<file path="src/rtl/y_capture.sv">
// rtl/y_capture.sv - captures one selected video line per frame as 8-bit luma into the waveform RAM
module y_capture #(
    parameter int WIDTH  = 256,
    parameter int HEIGHT = 256
) (
    input  logic        clk,
    input  logic        rst,
    input  logic        video_valid,
    output logic        video_ready,
    input  logic [23:0] video_data,
    input  logic        frame_sync,
    input  logic [35:0] in_control_data,
    input  logic        in_control_valid,
    input  logic [15:0] line_sel,
    input  logic        freeze,
    output logic [7:0]  ram_wrdata,
    output logic [7:0]  ram_addr,
    output logic        ram_wr,
    output logic        capture_done
);

    typedef enum logic [1:0] {
        ARMED   = 2'd0,
        CAPTURE = 2'd1,
        HOLD    = 2'd2
    } state_t;

    localparam logic [15:0] DEF_W = 16'(WIDTH);
    localparam logic [15:0] DEF_H = 16'(HEIGHT);

    // Registered state
    logic        ready_q, ready_d;
    logic        ready_arm_q, ready_arm_d;
    logic        sof_q, sof_d;
    logic [15:0] x_cnt_q, x_cnt_d;
    logic [15:0] y_cnt_q, y_cnt_d;
    logic [15:0] shadow_w_q, shadow_w_d;
    logic [15:0] shadow_h_q, shadow_h_d;
    logic [15:0] width_act_q, width_act_d;
    logic [15:0] height_act_q, height_act_d;
    logic [15:0] line_act_q, line_act_d;
    logic        freeze_act_q, freeze_act_d;
    state_t      state_q, state_d;
    logic        s1_wr_q, s1_wr_d;
    logic [7:0]  s1_addr_q, s1_addr_d;
    logic [23:0] s1_rgb_q, s1_rgb_d;
    logic        s1_done_q, s1_done_d;
    logic        ram_wr_q, ram_wr_d;
    logic [7:0]  ram_addr_q, ram_addr_d;
    logic [7:0]  ram_wrdata_q, ram_wrdata_d;
    logic        done_q, done_d;

    // Per-pixel combinational helpers
    logic        accept;
    logic        frame_start;
    logic [15:0] w_eff, h_eff, line_eff, last_x;
    logic        freeze_eff;
    state_t      cur_state;
    logic        pix_wr, pix_done;
    logic [15:0] luma_sum;
    logic        unused_ctrl_bits;

    // The interlace field of the control word has no meaning for capture
    assign unused_ctrl_bits = ^in_control_data[3:0];

    assign accept      = video_valid & ready_q;
    assign frame_start = accept & sof_q;

    // On the frame-start pixel the freshly sampled geometry and selection apply immediately
    always_comb begin
        w_eff      = frame_start ? shadow_w_q : width_act_q;
        h_eff      = frame_start ? shadow_h_q : height_act_q;
        line_eff   = frame_start ? line_sel   : line_act_q;
        freeze_eff = frame_start ? freeze     : freeze_act_q;
        last_x     = (w_eff > 16'd256) ? 16'd255 : (w_eff - 16'd1);
        cur_state  = frame_start ? ARMED : state_q;
    end

    // Capture FSM: decides whether the accepted pixel is written and whether it ends the line
    always_comb begin
        state_d  = state_q;
        pix_wr   = 1'b0;
        pix_done = 1'b0;
        if (accept) begin
            state_d = cur_state;
            case (cur_state)
                ARMED: begin
                    if ((y_cnt_q == line_eff) && !freeze_eff) begin
                        pix_wr = (x_cnt_q < 16'd256);
                        if (x_cnt_q == last_x) begin
                            pix_done = 1'b1;
                            state_d  = HOLD;
                        end else begin
                            state_d = CAPTURE;
                        end
                    end
                end
                CAPTURE: begin
                    pix_wr = (x_cnt_q < 16'd256);
                    if (x_cnt_q == last_x) begin
                        pix_done = 1'b1;
                        state_d  = HOLD;
                    end
                end
                default: begin
                    state_d = HOLD;
                end
            endcase
        end
    end

    // Raster counters, frame tracking, control shadow and per-frame sampled settings
    always_comb begin
        ready_arm_d  = 1'b1;
        ready_d      = ready_arm_q;
        sof_d        = sof_q;
        x_cnt_d      = x_cnt_q;
        y_cnt_d      = y_cnt_q;
        shadow_w_d   = shadow_w_q;
        shadow_h_d   = shadow_h_q;
        width_act_d  = width_act_q;
        height_act_d = height_act_q;
        line_act_d   = line_act_q;
        freeze_act_d = freeze_act_q;

        if (frame_start) begin
            width_act_d  = shadow_w_q;
            height_act_d = shadow_h_q;
            line_act_d   = line_sel;
            freeze_act_d = freeze;
        end

        // A word arriving with the frame-start pixel only reaches the shadow
        if (in_control_valid) begin
            shadow_w_d = (in_control_data[35:20] == 16'd0) ? DEF_W : in_control_data[35:20];
            shadow_h_d = (in_control_data[19:4]  == 16'd0) ? DEF_H : in_control_data[19:4];
        end

        if (accept) begin
            sof_d = frame_sync;
            if (frame_sync) begin
                x_cnt_d = 16'd0;
                y_cnt_d = 16'd0;
            end else if (x_cnt_q == (w_eff - 16'd1)) begin
                x_cnt_d = 16'd0;
                y_cnt_d = (y_cnt_q == (h_eff - 16'd1)) ? 16'd0 : (y_cnt_q + 16'd1);
            end else begin
                x_cnt_d = x_cnt_q + 16'd1;
            end
        end
    end

    // Two-stage write pipeline: stage 1 holds the raw pixel, stage 2 drives the RAM port
    always_comb begin
        s1_wr_d   = pix_wr;
        s1_done_d = pix_done;
        s1_addr_d = x_cnt_q[7:0];
        s1_rgb_d  = video_data;

        luma_sum = 16'd77  * {8'd0, s1_rgb_q[23:16]}
                 + 16'd150 * {8'd0, s1_rgb_q[15:8]}
                 + 16'd29  * {8'd0, s1_rgb_q[7:0]};

        ram_wr_d     = s1_wr_q;
        done_d       = s1_done_q;
        ram_addr_d   = ram_addr_q;
        ram_wrdata_d = ram_wrdata_q;
        if (s1_wr_q) begin
            ram_addr_d   = s1_addr_q;
            ram_wrdata_d = luma_sum[15:8];
        end
    end

    // State register; reset also flushes any pixels still in the write pipeline
    always_ff @(posedge clk) begin
        if (rst) begin
            ready_q      <= 1'b0;
            ready_arm_q  <= 1'b0;
            sof_q        <= 1'b1;
            x_cnt_q      <= 16'd0;
            y_cnt_q      <= 16'd0;
            shadow_w_q   <= DEF_W;
            shadow_h_q   <= DEF_H;
            width_act_q  <= DEF_W;
            height_act_q <= DEF_H;
            line_act_q   <= 16'd0;
            freeze_act_q <= 1'b0;
            state_q      <= ARMED;
            s1_wr_q      <= 1'b0;
            s1_addr_q    <= 8'd0;
            s1_rgb_q     <= 24'd0;
            s1_done_q    <= 1'b0;
            ram_wr_q     <= 1'b0;
            ram_addr_q   <= 8'd0;
            ram_wrdata_q <= 8'd0;
            done_q       <= 1'b0;
        end else begin
            ready_q      <= ready_d;
            ready_arm_q  <= ready_arm_d;
            sof_q        <= sof_d;
            x_cnt_q      <= x_cnt_d;
            y_cnt_q      <= y_cnt_d;
            shadow_w_q   <= shadow_w_d;
            shadow_h_q   <= shadow_h_d;
            width_act_q  <= width_act_d;
            height_act_q <= height_act_d;
            line_act_q   <= line_act_d;
            freeze_act_q <= freeze_act_d;
            state_q      <= state_d;
            s1_wr_q      <= s1_wr_d;
            s1_addr_q    <= s1_addr_d;
            s1_rgb_q     <= s1_rgb_d;
            s1_done_q    <= s1_done_d;
            ram_wr_q     <= ram_wr_d;
            ram_addr_q   <= ram_addr_d;
            ram_wrdata_q <= ram_wrdata_d;
            done_q       <= done_d;
        end
    end

    assign video_ready  = ready_q;
    assign ram_wr       = ram_wr_q;
    assign ram_addr     = ram_addr_q;
    assign ram_wrdata   = ram_wrdata_q;
    assign capture_done = done_q;

endmodule

</file>
<file path="config.mk">
export PLATFORM = sky130hd
export DESIGN_NAME = y_capture
export DESIGN_NICKNAME = d
export VERILOG_FILES = /design/src/rtl/y_capture.sv
export SDC_FILE = /design/constraint.sdc
export NUM_CORES = 1
export LEC_CHECK = 0
export ABC_AREA = 1
export BUFFER_PORTS_ARGS = -buffer_cell sky130_fd_sc_hd__buf_2
export CORE_MARGIN = 2
export CORE_UTILIZATION = 61
export DETAILED_ROUTE_END_ITERATION = 10
export PLACE_DENSITY = 0.81
export SLEW_MARGIN = 20
export SYNTH_ARGS = -nofsm -noshare
export SYNTH_HDL_FRONTEND = slang
export SYNTH_SLANG_ARGS = --single-unit
</file>
<file path="constraint.sdc">
create_clock -name clk -period 7.25 [get_ports clk]
set_input_delay 0.3625 -clock clk [delete_from_list [all_inputs] [get_ports clk]]
set_output_delay 0.3625 -clock clk [all_outputs]
set_load 0.1 [all_outputs]
</file>
==> results.cfg, run 1 <==
[status]
status = finished, final reports clean

[worst_setup_path]
cp_max_fo = 6
critPathTopFamily = adder cells
critPathBufInv = 6
path_class = reg -> reg
worstSetupStartpointType = flip-flop
cp.required_ns = 7.58
critical_path.slowest_cell = fa_1
r2r_cells = 26
critPathArrivalTime_ns = 6.77
cpMostUsedCell = inv_1
cp.depth = 26
end_kind = flip-flop
slowest_delay_ns = 0.55

[place]
port_buffers = 96
place_congestion = 0.941
hpwl_mm = 21.2
placed_cells = 1910

[sta]
fmax_ghz = 0.155
clock_skew_ns = 0.00798
tightest_slew_ns = 1.09
finalCriticalPeriod_ns = 6.44
finalCritPeriodShare = 0.888
maxSlewViolCount = 0
hold_viol_final = 0
rsz0062_at_grt = no
slew_headroom = 0.274
finalSetupViolations = 0
fin_setup_tns_ns = 0

[job]
max_cap_violations = 0

[hold_path]
hold_class = in -> reg
hold_path_depth = 3

[power_and_ir_drop]
p_per_area_nw_per_um2 = 261
vdd_drop_max_mv = 0.177
p_leak_nw = 6.56

[clock_network]
clock_sinks = 170
cts_buffer_depth = 2
cts-root-buf = clkbuf_16
cts.htree.levels = 4
numCtsBuffers = 17
cts_resized = 0
clk-insertion-delay-late_ns = 0.43
cts_tree = built
clkSlewWorstSetupHoldPaths_ns = 0.07
cts_setup_buffers = 0
hold_buffers = 0

[floorplanning]
die_h_um = 143
num_io_pins = 101
dieWidth_um = 143
num_rows = 50
die_area_um2 = 20300
initial_core_util = 0.624
core_area_um2 = 18800

[global_route]
grt_pass1_vias = 9936
antenna_found_initial = 0
grt_pass1_wl_mm = 47.0
overflow = 0
grt_max_degree = 98
track_usage = 0.288

[drt]
vias = 10500
wl_per_cell_um = 14.6
drt_iter0_drc = 851
drtAntennaViolNets = 0
drc = 0
dr.pass1.iters = 5
totalWireLength_mm = 28.2
vias_per_cell = 5.41

[synthesis]
synth_common_cells = nand2_1, nor2_1, inv_1
synth-simple-area-share = 0.297
synth_area_leader_cell = dfxtp_1
synth_warnings = 0
synth_seq_area_share = 0.290
ys_types = 46
yosys-top-cells-area = dfxtp_1, nand2_1, fa_1
synth_nets = 1864
synth_top_family_by_area = simple AND/OR/NAND/NOR gates
synth_area_um2 = 11700
synth_xor_area_frac = 0.0424
async_flop_share = 0
synthMuxAreaShare = 0.00513
synth_top_area_share = 0.290
synth_edf_count = 0
synth_most_common_cell = nand2_1
synth_compound_area_frac = 0.0691
synth.avg_cell_area_um2 = 7.15
synth_ff_type = dfxtp_1
synth_cells = 1639
yosys_register_bits = 170
synth_adder_area_share = 0.188

[cells_and_area]
diodes = 0
final_layout_size_suffix_gt1_frac = 0.0955
layoutNonFillerInstCount = 1940
nets = 1920
area_delta_synth_final_pct = 8.91
==> through the flow <==
stage / hold slack, ns / util / power, mW / instance area, um2 / worst slack, ns
4_1_cts: 0.124 / 0.680 / 3.34 / 12800 / 0.801
3_3_place_gp: 0.389 / 0.650 / 2.37 / 12200 / 0.950
6_report: 0.123 / 0.680 / 3.33 / 12800 / 0.810
5_1_grt: 0.124 / 0.680 / 3.59 / 12800 / 0.348
2_1_floorplan: 0.388 / - / 2.12 / 11700 / 1.29
3_5_place_dp: 0.403 / 0.650 / 2.43 / 12200 / 0.868
==> state kept, by name (all words and copies together) (netlist names) <==
name / flops
freeze_act_q: 1
width_act_q: 16
done_d: 1
ram_wr: 1
sof_q: 1
ready_arm_q: 1
ram_wr_d: 1
state_q: 2
s1_rgb_q: 24
ram_wrdata: 8
x_cnt_q: 16
shadow_h_q: 16
shadow_w_q: 16
y_cnt_q: 16
capture_done: 1
line_act_q: 16
ram_addr: 8
height_act_q: 16
video_ready: 1
s1_addr_q: 8
==> worst reg2reg max path, cell delays in order (launching register included) <==
cell,delay [ns]
dfxtp_1,0.41
ha_1,0.27
ha_1,0.28
inv_1,0.05
fa_1,0.50
fa_1,0.52
inv_1,0.04
ha_1,0.36
a21oi_1,0.22
nand2_1,0.10
xnor2_1,0.14
inv_1,0.06
ha_1,0.30
fa_1,0.51
inv_1,0.06
fa_1,0.47
fa_1,0.55
inv_1,0.04
ha_1,0.34
nand2_1,0.10
nor2_1,0.06
nand3_1,0.08
o2111ai_1,0.23
a221oi_1,0.37
nor2_1,0.08
o21ai_0,0.16
inv_1,0.05
==> layout by cell type, fill, tap and decap left out, drive strengths merged, types with 11 or more instances in the layout <==
| cell | count |
|---|---|
| fa | 55 |
| clkbuf | 20 |
| or2 | 13 |
| buf | 99 |
| xor2 | 47 |
| nor3 | 11 |
| nand2 | 352 |
| nor2 | 262 |
| o21ai | 69 |
| nand4 | 47 |
| nand3 | 110 |
| ha | 88 |
| dfxtp | 170 |
| a211oi | 19 |
| a21oi | 34 |
| inv | 248 |
==> where the power goes <==
group	total [mW]	switching (mW)	internal, mW
combinational	1.43	0.875	0.553
sequential	0.997	0.0291	0.968
clock	0.906	0.392	0.513
total	3.33	1.30	2.03
==> per-layer routing <==
metal,track usage,wire length (um)
met1,0.376,12800
met4,0.0844,609
met2,0.495,13600
met3,0.0421,1170
met5,0,0
==> cell families (layout without fill, tap and decap cells) <==
logic type / Yosys count / in the layout
multiplexers: 6 / 6
flip-flops: 170 / 170
AND/OR/NAND/NOR: 813 / 813
buffers and inverters: 312 / 379
XOR/XNOR: 55 / 55
AO/OA/AOI/OAI: 140 / 140
adder cells (fa/ha/maj): 143 / 143
==> path summary, 6_finish.rpt <==
path | to | from | slack [ns]
worst max-delay path | ram_wrdata[7]$_SDFFE_PP0P_ | s1_rgb_q[12]$_SDFF_PP0_ | 0.81
worst min-delay path | s1_rgb_q[0]$_SDFF_PP0_ | video_data[0] | 0.12
worst max register to register | ram_wrdata[7]$_SDFFE_PP0P_ | s1_rgb_q[12]$_SDFF_PP0_ | 0.81
worst min register to register | video_ready$_SDFF_PP0_ | ready_arm_q$_DFF_P_ | 0.41
==> layout make-up <==
type | instances | area [um2]
clock buffer | 20 | 447
clock inverter | 10 | 120
fill | 1599 | 6010
inverter | 250 | 938
multi-input combinational | 1157 | 7050
sequential | 170 | 3400
tap | 234 | 293
timing repair buffer | 99 | 505
(Power assumes the default switching activity.)
==> inputs of run 2 (changes only) <==
- clock period: 7.25 -> 6.5 ns (I/O delays scaled with it)
==> results.cfg, run 2 (synthesis results as in run 1) <==
[global_route]
overflow = 0
use_met3 = 0.0427
antenna_found_initial = 0
track_usage = 0.298
grt_pass1_wl_mm = 48.2
grt_use_met2 = 0.508
grt_pass1_vias = 10100
grt_busiest_layer = met2
grt_max_degree = 73
met1_usage = 0.390

[cells_and_area]
layout_common_cells = nand2_1, nor2_1, inv_1
largest_register_ffs = 24
area_delta_synth_final_pct = 10.0
diodes = 0
final_common_cell = nand2_1
final_core_util = 0.687
regMostFlops = s1_rgb_q
nets = 1923
final_layout_size_suffix_gt1_frac = 0.105

[drt]
drtAntennaViolNets = 0
vias_per_cell = 5.49
drc = 0
vias = 10700
totalWireLength_mm = 29.5
dr.pass1.iters = 5
drt_iter0_drc = 747
wl_per_cell_um = 15.2

[worst_setup_path]
r2r-start = s1_rgb_q[11]$_SDFF_PP0_
critical_path.slowest_cell = fa_1
cp_max_fo = 4
rrSetupSlack_ns = 0.38
critPathTopFamily = adder cells
critPathBufInv = 8
cp.depth = 29
slowest_delay_ns = 0.56
r2r_end = ram_wrdata[6]$_SDFFE_PP0P_
cp.required_ns = 6.82
critPathArrivalTime_ns = 6.43
end_kind = flip-flop
cpMostUsedCell = inv_1
r2r_cells = 29
path_class = reg -> reg
worstSetupStartpointType = flip-flop

[hold_path]
holdCritStartpoint = video_data[13]
hold_path_depth = 3
hold_class = in -> reg
hold_end = s1_rgb_q[13]$_SDFF_PP0_

[sta]
slew_headroom = 0.373
finalCritPeriodShare = 0.941
finalCriticalPeriod_ns = 6.12
clock_skew_ns = 0.0103
maxSlewViolCount = 0
fmax_ghz = 0.163
tightest_slew_ns = 0.940
finalSetupViolations = 0
setup_slack_ns = 0.384
hold_viol_final = 0

[floorplanning]
dieWidth_um = 143
num_rows = 50
num_io_pins = 101
initial_core_util = 0.624
core_area_um2 = 18800
die_h_um = 143
die_area_um2 = 20300

[status]
status = finished, final reports clean

[clock_network]
clkSlewWorstSetupHoldPaths_ns = 0.07
clk-insertion-delay-late_ns = 0.43
clock_sinks = 170
numCtsBuffers = 17
hold_buffers = 0
cts_tree = built
cts_setup_buffers = 0
cts-root-buf = clkbuf_16
cts_resized = 0
cts_buffer_depth = 2
cts.htree.levels = 4

[power_and_ir_drop]
clock_power_share = 0.272
swShare = 0.389
seq_power_share = 0.283
p_per_area_nw_per_um2 = 305
p_switching_mw = 1.53
intPower_mw = 2.40
vdd_drop_max_mv = 0.214
p_leak_nw = 6.60
p_comb_frac = 0.445
power.total_mw = 3.93

[place]
post-place-ws_ns = 0.154
port_buffers = 96
hpwl_mm = 21.6
place_congestion = 0.941

[job]
max_cap_violations = 0
[run 2: power by group through the flow]
stage | sequential (mW) | combinational (mW) | clock [mW]
floorplan | 1.13 | 1.23 | 0
global placement | 1.13 | 1.51 | 0
detailed placement | 1.13 | 1.56 | 0
CTS | 1.11 | 1.59 | 1.08
global route | 1.11 | 1.99 | 1.12
finish | 1.11 | 1.75 | 1.07
[run 2: metal layers]
layer	vias to the layer above	wire length, um
met2	288	14300
li1	5290	-
met3	48	1260
met4	0	737
met5	-	0
met1	5046	13200
[run 2: how the worst max path moves through the flow]
stage / from / endpoint / slack [ns]
finish: s1_rgb_q[11]$_SDFF_PP0_ / ram_wrdata[6]$_SDFFE_PP0P_ / 0.38
global route: s1_rgb_q[11]$_SDFF_PP0_ / ram_wrdata[6]$_SDFFE_PP0P_ / -0.002
CTS: s1_rgb_q[13]$_SDFF_PP0_ / ram_wrdata[7]$_SDFFE_PP0P_ / 0.06
detailed placement: s1_rgb_q[12]$_SDFF_PP0_ / ram_wrdata[7]$_SDFFE_PP0P_ / 0.15
global placement: s1_rgb_q[12]$_SDFF_PP0_ / ram_wrdata[7]$_SDFFE_PP0P_ / 0.25
floorplan: s1_rgb_q[12]$_SDFF_PP0_ / ram_wrdata[7]$_SDFFE_PP0P_ / 0.54
[run 2: worst reg2reg max path: cells and delay by family, from the launching register on]
| family | cells | cell delay (ns) |
|---|---|---|
| XOR/XNOR | 1 | 0.18 |
| AND/OR/NAND/NOR | 4 | 0.29 |
| adder cells (fa/ha/maj) | 10 | 3.81 |
| buffers and inverters | 8 | 0.56 |
| flip-flops | 1 | 0.35 |
| AO/OA/AOI/OAI | 6 | 0.84 |
[run 2: layout make-up]
cell class	count	area (um2)
multi-input combinational	1157	7120
fill	1585	5870
sequential	170	3410
inverter	250	940
timing repair buffer	102	528
clock buffer	20	447
tap	234	293
clock inverter	12	164
[run 2: stage by stage]
step	hold slack (ns)	instances	instance area, um2	setup TNS, ns
floorplan	0.388	1639	11700	0
global placement	0.394	1913	12200	0
detailed placement	0.412	1913	12200	0
CTS	0.0828	1945	12800	0
global route	0.0882	1945	12900	-0.00237
finish	0.0812	1945	12900	0
